===== config.mk =====
export PLATFORM = sky130hd
export DESIGN_NAME = uart_cmd_parser
export DESIGN_NICKNAME = d
export VERILOG_FILES = /design/src/rtl/uart_cmd_pkg.sv /design/src/rtl/uart_byte_event.sv /design/src/rtl/uart_cmd_parser.sv
export SDC_FILE = /design/constraint.sdc
export NUM_CORES = 1
export LEC_CHECK = 0
export BUFFER_PORTS_ARGS = -buffer_cell sky130_fd_sc_hd__buf_2
export CAP_MARGIN = 25
export CORE_MARGIN = 1
export CORE_UTILIZATION = 45
export CTS_BUF_LIST = sky130_fd_sc_hd__clkbuf_16
export DETAILED_ROUTE_END_ITERATION = 7
export PLACE_DENSITY = 0.66
export SLEW_MARGIN = 20
export SYNTH_ARGS = -nofsm -noshare
export SYNTH_HDL_FRONTEND = slang
export SYNTH_SLANG_ARGS = --single-unit

===== constraint.sdc =====
create_clock -name CLOCK -period 4.3 [get_ports CLOCK]
set_input_delay 0.43 -clock CLOCK [delete_from_list [all_inputs] [get_ports CLOCK]]
set_output_delay 0.43 -clock CLOCK [all_outputs]
set_load 0.02 [all_outputs]

===== src/rtl/uart_cmd_pkg.sv =====
// Shared constants for the UART object-update command parser.
// Checksum byte support is selected with UART_CMD_CHECKSUM_EN.
package uart_cmd_pkg;

  localparam logic [7:0] SYNC_BYTE = 8'hAA;

  localparam logic [2:0] ST_IDLE   = 3'd0;
  localparam logic [2:0] ST_ID     = 3'd1;
  localparam logic [2:0] ST_XH     = 3'd2;
  localparam logic [2:0] ST_XL     = 3'd3;
  localparam logic [2:0] ST_YH     = 3'd4;
  localparam logic [2:0] ST_YL     = 3'd5;
  localparam logic [2:0] ST_CSUM   = 3'd6;
  localparam logic [2:0] ST_COMMIT = 3'd7;

  localparam int unsigned PKT_LEN_BASE = 6;
  localparam int unsigned PKT_LEN_CSUM = 7;
`ifdef UART_CMD_CHECKSUM_EN
  localparam int unsigned PKT_LEN = PKT_LEN_CSUM;
`else
  localparam int unsigned PKT_LEN = PKT_LEN_BASE;
`endif

  function automatic logic [7:0] pkt_csum(input logic [7:0] id, input logic [7:0] xh,
                                          input logic [7:0] xl, input logic [7:0] yh,
                                          input logic [7:0] yl);
    return id ^ xh ^ xl ^ yh ^ yl;
  endfunction

endpackage


===== src/rtl/uart_byte_event.sv =====
// Turns the receiver's toggle-per-byte handshake into a registered one-cycle
// event, capturing the byte and its error flag alongside it.
module uart_byte_event (
  input  logic       clk_i,
  input  logic       rst_i,
  input  logic [7:0] dt_i,
  input  logic       dtavail_i,
  input  logic       bad_i,
  output logic       ev_o,
  output logic [7:0] byte_o,
  output logic       bad_o
);

  logic       tog_q;
  logic       ev_q;
  logic [7:0] byte_q;
  logic       bad_q;
  logic       ev_c;

  assign ev_c = dtavail_i ^ tog_q;

  // Tracking dtavail during reset keeps release from looking like a new byte.
  always_ff @(posedge clk_i) begin
    if (rst_i) begin
      tog_q  <= dtavail_i;
      ev_q   <= 1'b0;
      byte_q <= 8'd0;
      bad_q  <= 1'b0;
    end else begin
      tog_q <= dtavail_i;
      ev_q  <= ev_c;
      if (ev_c) begin
        byte_q <= dt_i;
        bad_q  <= bad_i;
      end
    end
  end

  assign ev_o   = ev_q;
  assign byte_o = byte_q;
  assign bad_o  = bad_q;

endmodule


===== src/rtl/uart_cmd_parser.sv =====
// Object-update packet parser: sync, field/range/timeout validation, write strobe
// and saturating reject counter. Define UART_CMD_CHECKSUM_EN for the 7-byte format.
module uart_cmd_parser
  import uart_cmd_pkg::*;
#(
  parameter int unsigned ID_W        = 6,
  parameter int unsigned H_RES       = 640,
  parameter int unsigned V_RES       = 480,
  parameter int unsigned TIMEOUT_CYC = 2000000
) (
  input  logic            CLOCK,
  input  logic            RESET,
  input  logic [7:0]      dt,
  input  logic            dtavail,
  input  logic            bad,
  output logic [ID_W-1:0] obj_id,
  output logic [9:0]      obj_x,
  output logic [9:0]      obj_y,
  output logic            obj_we,
  output logic            pkt_err,
  output logic [7:0]      err_count
);

  localparam int unsigned CTR_W = $clog2(TIMEOUT_CYC);

  logic            ev;
  logic [7:0]      ev_byte;
  logic            ev_bad;

  logic [2:0]      state_q, state_d;
  logic [CTR_W-1:0] ctr_q, ctr_d;
  logic [ID_W-1:0] id_q, id_d;
  logic [1:0]      xh_q, xh_d;
  logic [7:0]      xl_q, xl_d;
  logic [1:0]      yh_q, yh_d;
`ifdef UART_CMD_CHECKSUM_EN
  logic [7:0]      yl_q, yl_d;
`endif
  logic [ID_W-1:0] obj_id_q, obj_id_d;
  logic [9:0]      obj_x_q, obj_x_d;
  logic [9:0]      obj_y_q, obj_y_d;
  logic            obj_we_q, obj_we_d;
  logic            pkt_err_q, pkt_err_d;
  logic [7:0]      err_cnt_q, err_cnt_d;

  logic [9:0]      x_c, y_c;
  logic            range_bad_c;
  logic            reject_c, commit_c;

  uart_byte_event u_byte_event (
    .clk_i     (CLOCK),
    .rst_i     (RESET),
    .dt_i      (dt),
    .dtavail_i (dtavail),
    .bad_i     (bad),
    .ev_o      (ev),
    .byte_o    (ev_byte),
    .bad_o     (ev_bad)
  );

  assign x_c = {xh_q, xl_q};
`ifdef UART_CMD_CHECKSUM_EN
  assign y_c = {yh_q, yl_q};
`else
  assign y_c = {yh_q, ev_byte};
`endif
  assign range_bad_c = (32'(x_c) >= H_RES) || (32'(y_c) >= V_RES);

  always_comb begin
    state_d   = state_q;
    ctr_d     = ctr_q + CTR_W'(1);
    id_d      = id_q;
    xh_d      = xh_q;
    xl_d      = xl_q;
    yh_d      = yh_q;
`ifdef UART_CMD_CHECKSUM_EN
    yl_d      = yl_q;
`endif
    obj_id_d  = obj_id_q;
    obj_x_d   = obj_x_q;
    obj_y_d   = obj_y_q;
    obj_we_d  = 1'b0;
    pkt_err_d = 1'b0;
    err_cnt_d = err_cnt_q;
    reject_c  = 1'b0;
    commit_c  = 1'b0;

    case (state_q)
      // COMMIT lasts one cycle and must still see a sync byte arriving in it.
      ST_IDLE, ST_COMMIT: begin
        ctr_d = '0;
        if (ev && !ev_bad && ev_byte == SYNC_BYTE) state_d = ST_ID;
        else                                       state_d = ST_IDLE;
      end
      ST_ID: if (ev) begin
        if (ev_bad || (ev_byte >> ID_W) != 8'd0) reject_c = 1'b1;
        else begin
          id_d    = ev_byte[ID_W-1:0];
          state_d = ST_XH;
        end
      end
      ST_XH: if (ev) begin
        if (ev_bad || ev_byte[7:2] != 6'd0) reject_c = 1'b1;
        else begin
          xh_d    = ev_byte[1:0];
          state_d = ST_XL;
        end
      end
      ST_XL: if (ev) begin
        if (ev_bad) reject_c = 1'b1;
        else begin
          xl_d    = ev_byte;
          state_d = ST_YH;
        end
      end
      ST_YH: if (ev) begin
        if (ev_bad || ev_byte[7:2] != 6'd0) reject_c = 1'b1;
        else begin
          yh_d    = ev_byte[1:0];
          state_d = ST_YL;
        end
      end
`ifdef UART_CMD_CHECKSUM_EN
      ST_YL: if (ev) begin
        if (ev_bad) reject_c = 1'b1;
        else begin
          yl_d    = ev_byte;
          state_d = ST_CSUM;
        end
      end
      ST_CSUM: if (ev) begin
        if (ev_bad || range_bad_c ||
            ev_byte != pkt_csum(8'(id_q), 8'(xh_q), xl_q, 8'(yh_q), yl_q)) reject_c = 1'b1;
        else commit_c = 1'b1;
      end
`else
      ST_YL: if (ev) begin
        if (ev_bad || range_bad_c) reject_c = 1'b1;
        else                       commit_c = 1'b1;
      end
`endif
      default: state_d = ST_IDLE;
    endcase

    if (ev) ctr_d = '0;

    // A byte arriving in the expiry cycle takes precedence over the timeout.
    if (!ev && state_q != ST_IDLE && state_q != ST_COMMIT &&
        ctr_q == CTR_W'(TIMEOUT_CYC - 1)) reject_c = 1'b1;

    if (commit_c) begin
      obj_id_d = id_q;
      obj_x_d  = x_c;
      obj_y_d  = y_c;
      obj_we_d = 1'b1;
      state_d  = ST_COMMIT;
    end

    if (reject_c) begin
      state_d   = ST_IDLE;
      pkt_err_d = 1'b1;
      if (err_cnt_q != 8'hFF) err_cnt_d = err_cnt_q + 8'd1;
    end
  end

  always_ff @(posedge CLOCK) begin
    if (RESET) begin
      state_q   <= ST_IDLE;
      ctr_q     <= '0;
      id_q      <= '0;
      xh_q      <= 2'd0;
      xl_q      <= 8'd0;
      yh_q      <= 2'd0;
`ifdef UART_CMD_CHECKSUM_EN
      yl_q      <= 8'd0;
`endif
      obj_id_q  <= '0;
      obj_x_q   <= 10'd0;
      obj_y_q   <= 10'd0;
      obj_we_q  <= 1'b0;
      pkt_err_q <= 1'b0;
      err_cnt_q <= 8'd0;
    end else begin
      state_q   <= state_d;
      ctr_q     <= ctr_d;
      id_q      <= id_d;
      xh_q      <= xh_d;
      xl_q      <= xl_d;
      yh_q      <= yh_d;
`ifdef UART_CMD_CHECKSUM_EN
      yl_q      <= yl_d;
`endif
      obj_id_q  <= obj_id_d;
      obj_x_q   <= obj_x_d;
      obj_y_q   <= obj_y_d;
      obj_we_q  <= obj_we_d;
      pkt_err_q <= pkt_err_d;
      err_cnt_q <= err_cnt_d;
    end
  end

  assign obj_id    = obj_id_q;
  assign obj_x     = obj_x_q;
  assign obj_y     = obj_y_q;
  assign obj_we    = obj_we_q;
  assign pkt_err   = pkt_err_q;
  assign err_count = err_cnt_q;

endmodule


==> impl_metrics.yaml <==
layout:
  seq_area_um2: 1780
  multiInputGateArea_um2: 1930
  area_growth_pct: 15.3
  final_cell_area_um2: 4410
  n_antenna_cell: 0
  utilization_pct: 53.7
  fillCellCount: 780
  layout-drive-gt1-share_pct: 17.0
  nets: 496
  instances_no_fill: 592
power_and_ir_drop:
  power_frac_comb_pct: 3.0
  power_leakage_nw: 1.65
  power_switching_uw: 412
  powerDensity_nw_per_um2: 379
  internal-power_mw: 1.26
  ir_drop_mv: 0.229
  pwr-share-clk_pct: 46.2
  seqPwrFrac_pct: 50.8
  p_sw_share_pct: 24.7
placed_design:
  place_inst: 576
  routabilityCongestion: 0.827
  dp_slack_ns: 2.08
  port_buffers: 47
  dpl_cell_area_um2: 4120
  hpwl_um: 5100
route:
  wire_per_inst_um: 13.1
  num_vias: 3124
  viasPerCell: 5.28
  firstDrtPassIters: 5
  dr.first_iter.drc_count: 275
  ant_nets: 0
  drc: 0
  wl_um: 7750
worst_setup_path:
  crit_path_top_delay_cell: "dfxtp_1"
  required_ns: 4.53
  critical-path-max-stage-delay_ns: 0.63
  crit_path_start_kind: "flop"
  path_cells: "inv_1 -> o211ai_1 -> or4b_1 -> o32ai_1 -> mux2_1"
  rrSetupSlack_ns: 2.04
  crit_fanout: 17
  crit_path_end_kind: "flop"
  crit_type: "reg -> reg"
  arrival_ns: 2.49
sta:
  max-slew-margin-rel_pct: 37.2
  fin_crit_ns: 2.26
  hold_viol: 0
  finClkSkew_ns: 0.0109
  fin_ws_ns: 2.04
  setup_violations: 0
  post-route-period-util_pct: 52.6
  slew_viol_final: 0
  fin_tns_setup_ns: 0
  clock.fmax_ghz: 0.442
  worst-slew-pin-transition_ns: 0.942
  rsz0062_at_grt: "no"
clock_network:
  clkSlewWorstSetupHoldPaths_ns: 0.07
  clk_latency_ns: 0.34
  cts_tree: "yes"
  cts_sinks: 89
  root_buffer: "clkbuf_16"
  cts_buffers: 9
  clock_path_buffers: 2
  htree_levels: 3
  postCtsSetupBuffers: 0
  hold_buffers: 0
  cts_resized: 0
yosys:
  yosysSeqAreaShare_pct: 46.5
  synth_cell_type_count: 57
  postSynthAreaPerCell_um2: 8.60
  syn_nets: 459
  synth_compound_gate_area_share_pct: 11.7
  synthFlopType: "dfxtp_1"
  synth_top_area_share_pct: 46.5
  synth_edf_count: 0
  netlist_area_um2: 3830
  synth-seq-cells: 89
  synth_top_family_by_area: "simple AND/OR/NAND/NOR gates"
  synth.area.mux_share_pct: 5.95
  yosys.area.top_type: "dfxtp_1"
  synthXorXnorAreaFrac_pct: 4.58
  synthTopCellsByCount: "89 x dfxtp_1, 89 x nand2_1, 49 x nor2_1"
  synth_simple_gate_area_share_pct: 27.5
  yosysWarnings: 0
  ys_async_sr_fraction_pct: 0
  syn_inst: 445
  yosys.area_share.adder_pct: 0.654
  synth.area.top_cells: "dfxtp_1 47%, nand2_1 8.7%, a21oi_1 5.6%"
floorplan:
  die_y_um: 94.2
  num_rows: 33
  start_util_pct: 46.6
  core_area_um2: 8220
  ioPinCount: 48
  die_x_um: 94.2
  die_area_um2: 8880
outcome:
  outcome: "complete, no violations"
run:
  cap_violations: 0
global_route:
  grt_pass1_vias: 2741
  grt_pass1_wl_um: 13000
  grt_max_degree: 75
  grt.total_usage_pct: 18.4
  grt_overflow: 0
  antenna_found_initial: 0
worst_hold_path:
  hold_path.class: "in -> reg"
-- power groups by stage --
stage / Sequential, mW / Combinational [mW] / Clock, mW
detailed placement: 0.869 / 0.0502 / 0
global placement: 0.868 / 0.0499 / 0
finish: 0.850 / 0.0506 / 0.772
global route: 0.851 / 0.0562 / 0.823
floorplan: 0.859 / 0.0411 / 0
CTS: 0.849 / 0.0505 / 0.787
-- cells in the final DEF, fill, tap and decap left out, types with 6 or more instances in the layout --
| cell type | Yosys | final |
|---|---|---|
| nand4_1 | 10 | 10 |
| nor3_1 | 7 | 7 |
| dfxtp_1 | 89 | 89 |
| o21ai_0 | 9 | 9 |
| buf_2 | 7 | 47 |
| mux2i_1 | 16 | 16 |
| inv_1 | 6 | 6 |
| nand2b_1 | 7 | 7 |
| nor2_1 | 49 | 49 |
| clkbuf_16 | 0 | 9 |
| nand3_1 | 10 | 10 |
| xnor2_1 | 6 | 6 |
| xor2_1 | 14 | 14 |
| a21oi_1 | 43 | 43 |
| nand2_1 | 89 | 89 |
-- registers in the layout, summed over array words and instances, names as in the netlist, 3 cells and up --
signal and flops:
ctr_q 21, obj_x 10, obj_y 10, err_count 8, u_byte_event.byte_o 8, xl_q 8, id_q 6, obj_id 6
state_q 3
-- per-stage QoR --
step / power [mW] / hold WS, ns
CTS: 1.69 / 0.233
global route: 1.73 / 0.239
floorplan: 0.900 / 0.431
finish: 1.67 / 0.238
detailed placement: 0.919 / 0.443
global placement: 0.918 / 0.441
-- final cells by class --
class,instances,share of cell area (%)
multi-input combinational,327,43.7
sequential,89,40.4
timing repair buffer,49,5.67
clock buffer,9,5.10
tap,105,2.98
clock inverter,7,1.64
inverter,6,0.510
-- final timing paths --
path / depth (start not counted) / from / end
min reg2reg: 2 / obj_x[3] / obj_x[3]
max: 5 / state_q[0] / err_count[7]
min: 1 / dtavail / u_byte_event.tog_q
max reg2reg: 5 / state_q[0] / err_count[7]
-- critical path: cells and delay by family (launching register included) --
family                 cells  cell delay [ns]
buffers and inverters      1             0.22
flip-flops                 1             0.63
AO/OA/AOI/OAI              2             0.49
multiplexers               1             0.35
AND/OR/NAND/NOR            1             0.46
-- routing by layer --
layer	vias to the layer above	GRT usage, %	wire, µm	part of all wire, %
met5	-	0	0	0
met4	0	5.26	39	0.50
met3	4	4.45	336	4.3
met2	60	27.8	3500	45
met1	1447	25.7	3880	50
li1	1613	-	-	-
-- cells by family after synthesis --
kind of cell    count (synthesis)
compound gates                 73
xor+xnor                       20
fa+ha+maj                       2
buf+inv                        29
flops                          89
mux                            22
simple gates                  210
No activity file was read; power rests on OpenSTA's default activity.
